### config.mk
export PLATFORM = sky130hd
export DESIGN_NAME = cv32e40p_cnn_postproc_flat
export DESIGN_NICKNAME = d
export VERILOG_FILES = /design/src/rtl/cv32e40p_cnn_postproc_if.sv /design/src/rtl/cv32e40p_cnn_postproc.sv /design/src/flat_wrapper.sv
export SDC_FILE = /design/constraint.sdc
export NUM_CORES = 1
export LEC_CHECK = 0
export ABC_AREA = 1
export CAP_MARGIN = 0
export CORE_ASPECT_RATIO = 0.6
export CORE_MARGIN = 8
export CORE_UTILIZATION = 34
export CTS_BUF_LIST = sky130_fd_sc_hd__clkbuf_8
export CTS_CLUSTER_DIAMETER = 100
export DETAILED_ROUTE_END_ITERATION = 12
export MAX_ROUTING_LAYER = met4
export SYNTH_ARGS = -nofsm -noshare
export SYNTH_HDL_FRONTEND = slang
export SYNTH_SLANG_ARGS = --single-unit
### constraint.sdc
create_clock -name clk_i -period 2.8 [get_ports clk_i]
set_clock_uncertainty 0.05 [all_clocks]
set_input_delay 0.7 -clock clk_i [delete_from_list [all_inputs] [get_ports clk_i]]
set_output_delay 0.7 -clock clk_i [all_outputs]
set_load 0.02 [all_outputs]
### src/rtl/cv32e40p_cnn_postproc_if.sv
`default_nettype none
// +----------------------------------------------------------------------------+
// | cv32e40p_cnn_postproc_if : handshake bundle for the CNN post-processing     |
// | stage (accumulator input side and quantized output side). Rev 1.0           |
// +----------------------------------------------------------------------------+
interface cv32e40p_cnn_postproc_if #(
  parameter int OUT_W = 32
);
  logic             clear_i;
  logic             relu_en_i;
  logic             acc_valid_i;
  logic             acc_ready_o;
  logic [31:0]      acc_data_i;
  logic [31:0]      bias_i;
  logic             out_valid_o;
  logic             out_ready_i;
  logic [OUT_W-1:0] out_data_o;
  logic             busy_o;

  modport slave (
    input  clear_i, relu_en_i, acc_valid_i, acc_data_i, bias_i, out_ready_i,
    output acc_ready_o, out_valid_o, out_data_o, busy_o
  );

  modport master (
    output clear_i, relu_en_i, acc_valid_i, acc_data_i, bias_i, out_ready_i,
    input  acc_ready_o, out_valid_o, out_data_o, busy_o
  );
endinterface
`default_nettype wire

### src/rtl/cv32e40p_cnn_postproc.sv
`default_nettype none
// +----------------------------------------------------------------------------+
// | cv32e40p_cnn_postproc : bias add + saturate, optional ReLU, 1-D max-pool,   |
// | shift requantization, valid/ready output. Rev 1.0                           |
// +----------------------------------------------------------------------------+
module cv32e40p_cnn_postproc #(
  parameter int POOL_N = 4,
  parameter int SHIFT  = 0,
  parameter int OUT_W  = 32
) (
  input  logic                    clk_i,
  input  logic                    rst_n_global_i,
  cv32e40p_cnn_postproc_if.slave  bus
);

  localparam int                       CNT_W    = (POOL_N > 1) ? $clog2(POOL_N) : 1;
  localparam logic [CNT_W-1:0]         LAST_CNT = CNT_W'(POOL_N - 1);
  localparam logic signed [OUT_W-1:0]  OUT_MAX  = {1'b0, {(OUT_W-1){1'b1}}};
  localparam logic signed [OUT_W-1:0]  OUT_MIN  = {1'b1, {(OUT_W-1){1'b0}}};

  logic                    s1_valid_q;
  logic signed [OUT_W-1:0] s1_data_q;
  logic [CNT_W-1:0]        pool_cnt_q;
  logic signed [OUT_W-1:0] pool_max_q;
  logic                    out_valid_q;
  logic signed [OUT_W-1:0] out_data_q;

  logic signed [32:0]      sum_d;
  logic signed [31:0]      clamp_d;
  logic signed [31:0]      relu_d;
  logic signed [31:0]      sh_d;
  logic [32-OUT_W:0]       sh_hi_d;
  logic signed [OUT_W-1:0] v_d;
  logic signed [OUT_W-1:0] win_d;
  logic                    last_d;
  logic                    pool_accept_d;
  logic                    acc_ready_d;
  logic                    in_xfer_d;

  // Requantization datapath: exact 33-bit add, clamp to 32, ReLU, shift, clamp to OUT_W.
  always_comb begin
    sum_d = $signed({bus.acc_data_i[31], bus.acc_data_i})
          + $signed({bus.bias_i[31], bus.bias_i});
    if (sum_d[32] != sum_d[31]) begin
      clamp_d = sum_d[32] ? 32'sh8000_0000 : 32'sh7FFF_FFFF;
    end else begin
      clamp_d = sum_d[31:0];
    end
    relu_d  = (bus.relu_en_i && clamp_d[31]) ? 32'sd0 : clamp_d;
    sh_d    = relu_d >>> SHIFT;
    sh_hi_d = sh_d[31:OUT_W-1];
    // Upper bits all equal to the sign means the value fits in OUT_W.
    if ((&sh_hi_d) || !(|sh_hi_d)) begin
      v_d = sh_d[OUT_W-1:0];
    end else begin
      v_d = sh_d[31] ? OUT_MIN : OUT_MAX;
    end
  end

  always_comb begin
    last_d        = (pool_cnt_q == LAST_CNT);
    pool_accept_d = s1_valid_q && (!last_d || !out_valid_q || bus.out_ready_i);
    acc_ready_d   = !s1_valid_q || pool_accept_d;
    in_xfer_d     = bus.acc_valid_i && acc_ready_d && !bus.clear_i;
    if ((POOL_N == 1) || (pool_cnt_q == '0)) begin
      win_d = s1_data_q;
    end else begin
      win_d = (s1_data_q > pool_max_q) ? s1_data_q : pool_max_q;
    end
  end

  always_ff @(posedge clk_i or negedge rst_n_global_i) begin
    if (!rst_n_global_i) begin
      s1_valid_q  <= 1'b0;
      s1_data_q   <= '0;
      pool_cnt_q  <= '0;
      pool_max_q  <= '0;
      out_valid_q <= 1'b0;
      out_data_q  <= '0;
    end else if (bus.clear_i) begin
      s1_valid_q  <= 1'b0;
      pool_cnt_q  <= '0;
      out_valid_q <= 1'b0;
    end else begin
      if (in_xfer_d) begin
        s1_valid_q <= 1'b1;
        s1_data_q  <= v_d;
      end else if (pool_accept_d) begin
        s1_valid_q <= 1'b0;
      end

      if (pool_accept_d && !last_d) begin
        pool_max_q <= win_d;
        pool_cnt_q <= pool_cnt_q + CNT_W'(1);
      end

      // Loading a finished window takes precedence over the consumer draining it.
      if (pool_accept_d && last_d) begin
        out_data_q  <= win_d;
        out_valid_q <= 1'b1;
        pool_cnt_q  <= '0;
      end else if (out_valid_q && bus.out_ready_i) begin
        out_valid_q <= 1'b0;
      end
    end
  end

  assign bus.acc_ready_o = acc_ready_d;
  assign bus.out_valid_o = out_valid_q;
  assign bus.out_data_o  = out_data_q;
  assign bus.busy_o      = s1_valid_q || (pool_cnt_q != '0) || out_valid_q;

endmodule
`default_nettype wire

### src/flat_wrapper.sv
// flat-port wrapper written by rule: the top's interface ports become plain ports
module cv32e40p_cnn_postproc_flat 
#(
  parameter int POOL_N = 4,
  parameter int SHIFT  = 0,
  parameter int OUT_W  = 32
)
  (clk_i, rst_n_global_i, bus_clear_i, bus_relu_en_i, bus_acc_valid_i, bus_acc_data_i, bus_bias_i, bus_out_ready_i, bus_acc_ready_o, bus_out_valid_o, bus_out_data_o, bus_busy_o);
  cv32e40p_cnn_postproc_if #(.OUT_W(OUT_W)) bus_i ();
  input  logic clk_i;
  input  logic rst_n_global_i;
  input wire logic [$bits(bus_i.clear_i)-1:0] bus_clear_i;
  input wire logic [$bits(bus_i.relu_en_i)-1:0] bus_relu_en_i;
  input wire logic [$bits(bus_i.acc_valid_i)-1:0] bus_acc_valid_i;
  input wire logic [$bits(bus_i.acc_data_i)-1:0] bus_acc_data_i;
  input wire logic [$bits(bus_i.bias_i)-1:0] bus_bias_i;
  input wire logic [$bits(bus_i.out_ready_i)-1:0] bus_out_ready_i;
  output wire logic [$bits(bus_i.acc_ready_o)-1:0] bus_acc_ready_o;
  output wire logic [$bits(bus_i.out_valid_o)-1:0] bus_out_valid_o;
  output wire logic [$bits(bus_i.out_data_o)-1:0] bus_out_data_o;
  output wire logic [$bits(bus_i.busy_o)-1:0] bus_busy_o;
  assign bus_i.clear_i = bus_clear_i;
  assign bus_i.relu_en_i = bus_relu_en_i;
  assign bus_i.acc_valid_i = bus_acc_valid_i;
  assign bus_i.acc_data_i = bus_acc_data_i;
  assign bus_i.bias_i = bus_bias_i;
  assign bus_i.out_ready_i = bus_out_ready_i;
  assign bus_acc_ready_o = bus_i.acc_ready_o;
  assign bus_out_valid_o = bus_i.out_valid_o;
  assign bus_out_data_o = bus_i.out_data_o;
  assign bus_busy_o = bus_i.busy_o;
  cv32e40p_cnn_postproc #(.POOL_N(POOL_N), .SHIFT(SHIFT), .OUT_W(OUT_W)) u_core (.clk_i(clk_i), .rst_n_global_i(rst_n_global_i), .bus(bus_i));
endmodule
==> summary.md, run 1 <==
The largest total area in the synthesized netlist belongs to sky130_fd_sc_hd__dfrtp_1. Input and output buffers added on the ports amount to 104. For the number of DRC markers after the initial detailed-route iteration, the log shows 606. The first global-routing pass estimated 36.4 mm of wire. Counting the buffers created by CTS gives 9. The flow ran to the end, and the final reports show no timing, DRC or antenna violations. Data arrives at the worst endpoint at 2.99 ns.

Once the floorplan was initialized, standard cells occupied 34.8% of the core. The die covers 26,700 sq um. Diode insertion count for antenna repair: 0.

For this run, the detailed router's first-pass iteration total came to 7. Leakage power: 5.51 nW. STA puts the critical path data required time at 3.05 ns.

In this run the power density over the cells is 625 nW/um^2. In the synthesized netlist, mux cells make up 0% of the area. In the routed layout, each cell is associated on average with a via count of 4.89. Final hold analysis gives a worst-case slack of 0.120 ns.

The initial antenna violation count was 0; the met2 global-route usage was 24.4%. In the post-synthesis netlist, the biggest area contributors are sky130_fd_sc_hd__dfrtp_1 (34%), sky130_fd_sc_hd__nand2_1 (21%), sky130_fd_sc_hd__ha_1 (11%). The count of nets left with antenna violations after detail routing came out at 0. The maximum fanout along the worst path came out at 6.

The post-route clock period utilization was 98.0%; the top-level port count was 105. The largest family of logic cells by synthesized area was simple AND/OR/NAND/NOR gates. The worst hold path belongs to the class input port to async pin. The number of different library cells used by synthesis comes to 34.

After synthesis, flip-flops and latches occupy 34.1% of the total area. The setup path with the least slack is of type input port to flip-flop. Summing all flip-flop and latch instances after layout gives 2500 sq um. After Yosys synthesis, full adders, half adders and majority gates account for 11.5% of the synthesized area. The logs give 0 for the total congestion overflow and 2,038 for the number of inserted filler cells in the final layout. The footprint of the multi-input gates is 4770 sq um. Row generation in the floorplan step produced 41 rows. The area growth from synthesis to layout is 44.6%. The die is 130 um tall. The max-cap violation count came out at 0. The placed cell area is 9650 sq um, and the largest voltage drop on the vdd net is 0.357 mV.

Measured against its own limit, the worst slew margin works out to 61.0%. The count of synthesis-stage warnings from yosys is 0. The total routed wirelength was 23.5 mm. The met1 track utilization from global routing is 25.8%. The endpoint kind of the worst setup timing path was a flip-flop. Counting along the longest clock path gives a buffer depth of 2.

In this run the critical register-to-register path is captured at u_core.bus.out_data_o[22]. The tools report the area of the core as 21,100 sq um. Clock root buffer: sky130_fd_sc_hd__clkbuf_8. In this run the number of H-tree levels came out at 3. After detailed routing, the number of remaining DRC violations is 0. Based on the critical path, the design can be clocked at up to 364 MHz.

The transition time at the pin with the least slew margin was 0.579 ns. The worst setup path is launched from an input port. After technology mapping, the gate count stands at 1,062. The clock latency on the worst-skew pair is 0.39 ns, and the die width is 206 um.

For the hold violation count in the final report, the log shows 0. In this run the critical register-to-register path is launched from u_core.pool_max_q[31]. The number of pins with negative max-slew slack in the final report was 0; the area fraction of the dominant cell type after synthesis was 34.1%.

The wire length per cell after detailed routing was 14.8 um. Detailed placement ended at an HPWL of 17.7 mm. The area share of xor/xnor cells in the synthesized design works out to 2.03%.

The number of nets in the synthesized netlist was 1,199. The run gives 0 as the number of buffers inserted for hold repair after clock tree synthesis. The number of nets in the finished design was 1,435. The run gives 0.21 ns as the internal reg-to-reg setup slack.

The via count of the first global-routing pass was 7,196. In the final layout, the share of cells above drive strength 1 is 19.9%. The final route contains 7,737 vias. The synthesized netlist devotes 8.35% of its cell area to compound gates. After synthesis the cells add up to 7340 sq um.

The combined global-route utilization of all metal layers came out at 17.3%. The number of cells in the finished layout apart from fillers is 1,582, and the average footprint of a synthesized cell is 6.92 sq um. The largest net degree at the start of global routing is 61. After clock tree synthesis, the clock-pin slew on the worst setup and hold paths is 0.11 ns. In the global route stage, met3 resource usage came out at 3.14%. Setup violations remaining at the end of the flow were counted as 0. The run gives 1,549 as the number of cells after detailed placement. met1 is the most crowded layer. Summed over all failing endpoints, the final setup total negative slack is 0 ns.

CTS saw 100 sinks. TritonCTS built the clock tree. Worst reg2reg path depth: 14. Power comes to 6.64 mW.

Routability-driven placement finished with a final weighted congestion of 0.894. The simple-gate portion of the synthesized area is 36.5%. The finished cells cover 10,600 sq um. In this run, synthesis produced a sequential element count of 100. The shortest period the worst path allows was 2.74 ns.
## flip-flops by register name, summed over array words and instances (netlist names)
name / count
u_core.s1_data_q: 32
u_core.bus.out_valid_o: 1
u_core.pool_max_q: 32
u_core.pool_cnt_q: 2
u_core.bus.out_data_o: 32
u_core.s1_valid_q: 1
## worst max-delay path by stage
stage,startpoint,end
global route,bus_acc_data_i[29],u_core.s1_data_q[0]
global placement,bus_bias_i[14],u_core.s1_data_q[1]
CTS,bus_bias_i[24],u_core.s1_data_q[0]
finish,bus_acc_data_i[7],u_core.s1_data_q[0]
floorplan,bus_bias_i[0],u_core.s1_data_q[1]
detailed placement,bus_bias_i[6],u_core.s1_data_q[22]
## report_power, final
| part | leakage, nW | switching [mW] | internal (mW) |
|---|---|---|---|
| clock network | 0.106 | 0.537 | 0.508 |
| logic | 4.10 | 1.97 | 1.49 |
| registers | 1.30 | 0.282 | 1.84 |
## area by class of cell
| type | count | share of cell area (%) |
|---|---|---|
| clock inverter | 7 | 0.954 |
| tap | 279 | 3.29 |
| inverter | 100 | 3.53 |
| clock buffer | 9 | 1.17 |
| multi-input combinational | 831 | 44.9 |
| timing repair buffer | 256 | 22.6 |
| sequential | 100 | 23.6 |
## per-layer routing
layer / vias to the layer above / share of wire (%) / wire length, um
met4: 0 / 0.61 / 142
li1: 3928 / - / -
met5: - / 0 / 0
met2: 203 / 41 / 9670
met1: 3595 / 52 / 12200
met3: 11 / 5.9 / 1390
## kinds of logic (layout without fill, tap and decap cells)
kind of cell               Yosys count  after routing
DFF                                100            100
AOI/OAI and AO/OA                  111            113
buffers and inverters              133            372
adders and majority gates           67             67
xor gates and xnor gates            17             17
and+or+nand+nor                    634            634
## per-stage QoR
step | util (%) | worst slack (ns)
2_1_floorplan | - | 0.198
3_3_place_gp | 45.8 | -0.537
3_5_place_dp | 45.8 | -0.538
4_1_cts | 47.4 | 0.00567
5_1_grt | 50.4 | -0.0349
6_report | 50.4 | 0.0553
## cells in the mapped netlist
master and count:
sky130_fd_sc_hd__nand3_2 1, sky130_fd_sc_hd__nor4_1 2, sky130_fd_sc_hd__nand3b_1 13, sky130_fd_sc_hd__a211oi_1 1, sky130_fd_sc_hd__nor3_1 2, sky130_fd_sc_hd__o21ai_1 6
sky130_fd_sc_hd__o21ai_0 23, sky130_fd_sc_hd__or2_2 1, sky130_fd_sc_hd__dfrtp_1 100, sky130_fd_sc_hd__nor3b_2 1, sky130_fd_sc_hd__buf_1 3, sky130_fd_sc_hd__nand2_2 11
sky130_fd_sc_hd__nand2_1 403, sky130_fd_sc_hd__fa_1 1, sky130_fd_sc_hd__a21oi_1 62, sky130_fd_sc_hd__xor2_1 2, sky130_fd_sc_hd__nand3_1 142, sky130_fd_sc_hd__buf_2 4
sky130_fd_sc_hd__clkinv_1 1, sky130_fd_sc_hd__a21boi_0 1, sky130_fd_sc_hd__o21a_1 8, sky130_fd_sc_hd__buf_4 8, sky130_fd_sc_hd__o22ai_1 1, sky130_fd_sc_hd__nor3_2 1
sky130_fd_sc_hd__o21bai_1 2, sky130_fd_sc_hd__clkbuf_1 15, sky130_fd_sc_hd__a21o_1 6, sky130_fd_sc_hd__xnor2_1 15, sky130_fd_sc_hd__nor2_1 52, sky130_fd_sc_hd__buf_6 3
sky130_fd_sc_hd__nand4_1 5, sky130_fd_sc_hd__o21ai_4 1, sky130_fd_sc_hd__inv_1 99, sky130_fd_sc_hd__ha_1 66
## cell usage in the layout (no fill, tap or decap), types with 2 or more instances in the layout
cell type                         count
sky130_fd_sc_hd__a21o_1               6
sky130_fd_sc_hd__a21oi_1             37
sky130_fd_sc_hd__a21oi_2             23
sky130_fd_sc_hd__a21oi_4              2
sky130_fd_sc_hd__buf_12               7
sky130_fd_sc_hd__buf_4              133
sky130_fd_sc_hd__buf_6                9
sky130_fd_sc_hd__bufinv_16            2
sky130_fd_sc_hd__clkbuf_16            3
sky130_fd_sc_hd__clkbuf_8             9
sky130_fd_sc_hd__clkdlybuf4s50_1     93
sky130_fd_sc_hd__clkinv_4             3
sky130_fd_sc_hd__clkinvlp_4           2
sky130_fd_sc_hd__dfrtp_1            100
sky130_fd_sc_hd__dlymetal6s2s_1      10
sky130_fd_sc_hd__ha_1                52
sky130_fd_sc_hd__ha_4                14
sky130_fd_sc_hd__inv_1               98
sky130_fd_sc_hd__nand2_1            389
sky130_fd_sc_hd__nand2_2             17
sky130_fd_sc_hd__nand2_4              6
sky130_fd_sc_hd__nand2_8              2
sky130_fd_sc_hd__nand3_1            134
sky130_fd_sc_hd__nand3_2              9
sky130_fd_sc_hd__nand3b_1            13
sky130_fd_sc_hd__nand4_1              5
sky130_fd_sc_hd__nor2_1              48
sky130_fd_sc_hd__nor2_2               4
sky130_fd_sc_hd__nor3_2               2
sky130_fd_sc_hd__o21a_1               8
sky130_fd_sc_hd__o21ai_0             20
sky130_fd_sc_hd__o21ai_1              6
sky130_fd_sc_hd__o21ai_2              3
sky130_fd_sc_hd__o21ai_4              3
sky130_fd_sc_hd__o21bai_1             2
sky130_fd_sc_hd__xnor2_1             15
sky130_fd_sc_hd__xor2_1               2
## timing repair
action | in CTS | in global routing
endpoints found under the hold margin | 0 | 0
gates cloned | 3 | 4
pin swaps | 7 | 51
gates resized for setup | 15 | 94
setup endpoints to repair | 31 | 33
setup buffers | 1 | 10
## worst max-delay path, stage by stage
cell and delay, ns:
sky130_fd_sc_hd__clkdlybuf4s50_1 0.41, sky130_fd_sc_hd__ha_1 0.33, sky130_fd_sc_hd__buf_6 0.14, sky130_fd_sc_hd__a21o_1 0.16, sky130_fd_sc_hd__a21oi_2 0.10, sky130_fd_sc_hd__nand2_1 0.09
sky130_fd_sc_hd__nand2_1 0.09, sky130_fd_sc_hd__nand2_2 0.09, sky130_fd_sc_hd__nand2_2 0.11, sky130_fd_sc_hd__nand2_2 0.08, sky130_fd_sc_hd__nand2_2 0.09, sky130_fd_sc_hd__nand2_4 0.07
sky130_fd_sc_hd__nand2_8 0.09, sky130_fd_sc_hd__buf_12 0.12, sky130_fd_sc_hd__buf_16 0.11, sky130_fd_sc_hd__nand3b_1 0.08, sky130_fd_sc_hd__nand2_1 0.07, sky130_fd_sc_hd__nand2_1 0.05
(Power assumes the default switching activity.)
==> run 2: changes to the inputs <==
--- a/config.mk
+++ b/config.mk
@@ -12,6 +12,7 @@
 export CORE_UTILIZATION = 34
 export CTS_BUF_LIST = sky130_fd_sc_hd__clkbuf_8
 export CTS_CLUSTER_DIAMETER = 100
+export CTS_CLUSTER_SIZE = 20
 export DETAILED_ROUTE_END_ITERATION = 12
 export MAX_ROUTING_LAYER = met4
 export SYNTH_ARGS = -nofsm -noshare
==> results of run 2 <==
No change in the layout: final DEF, timing and power equal those of run 1.
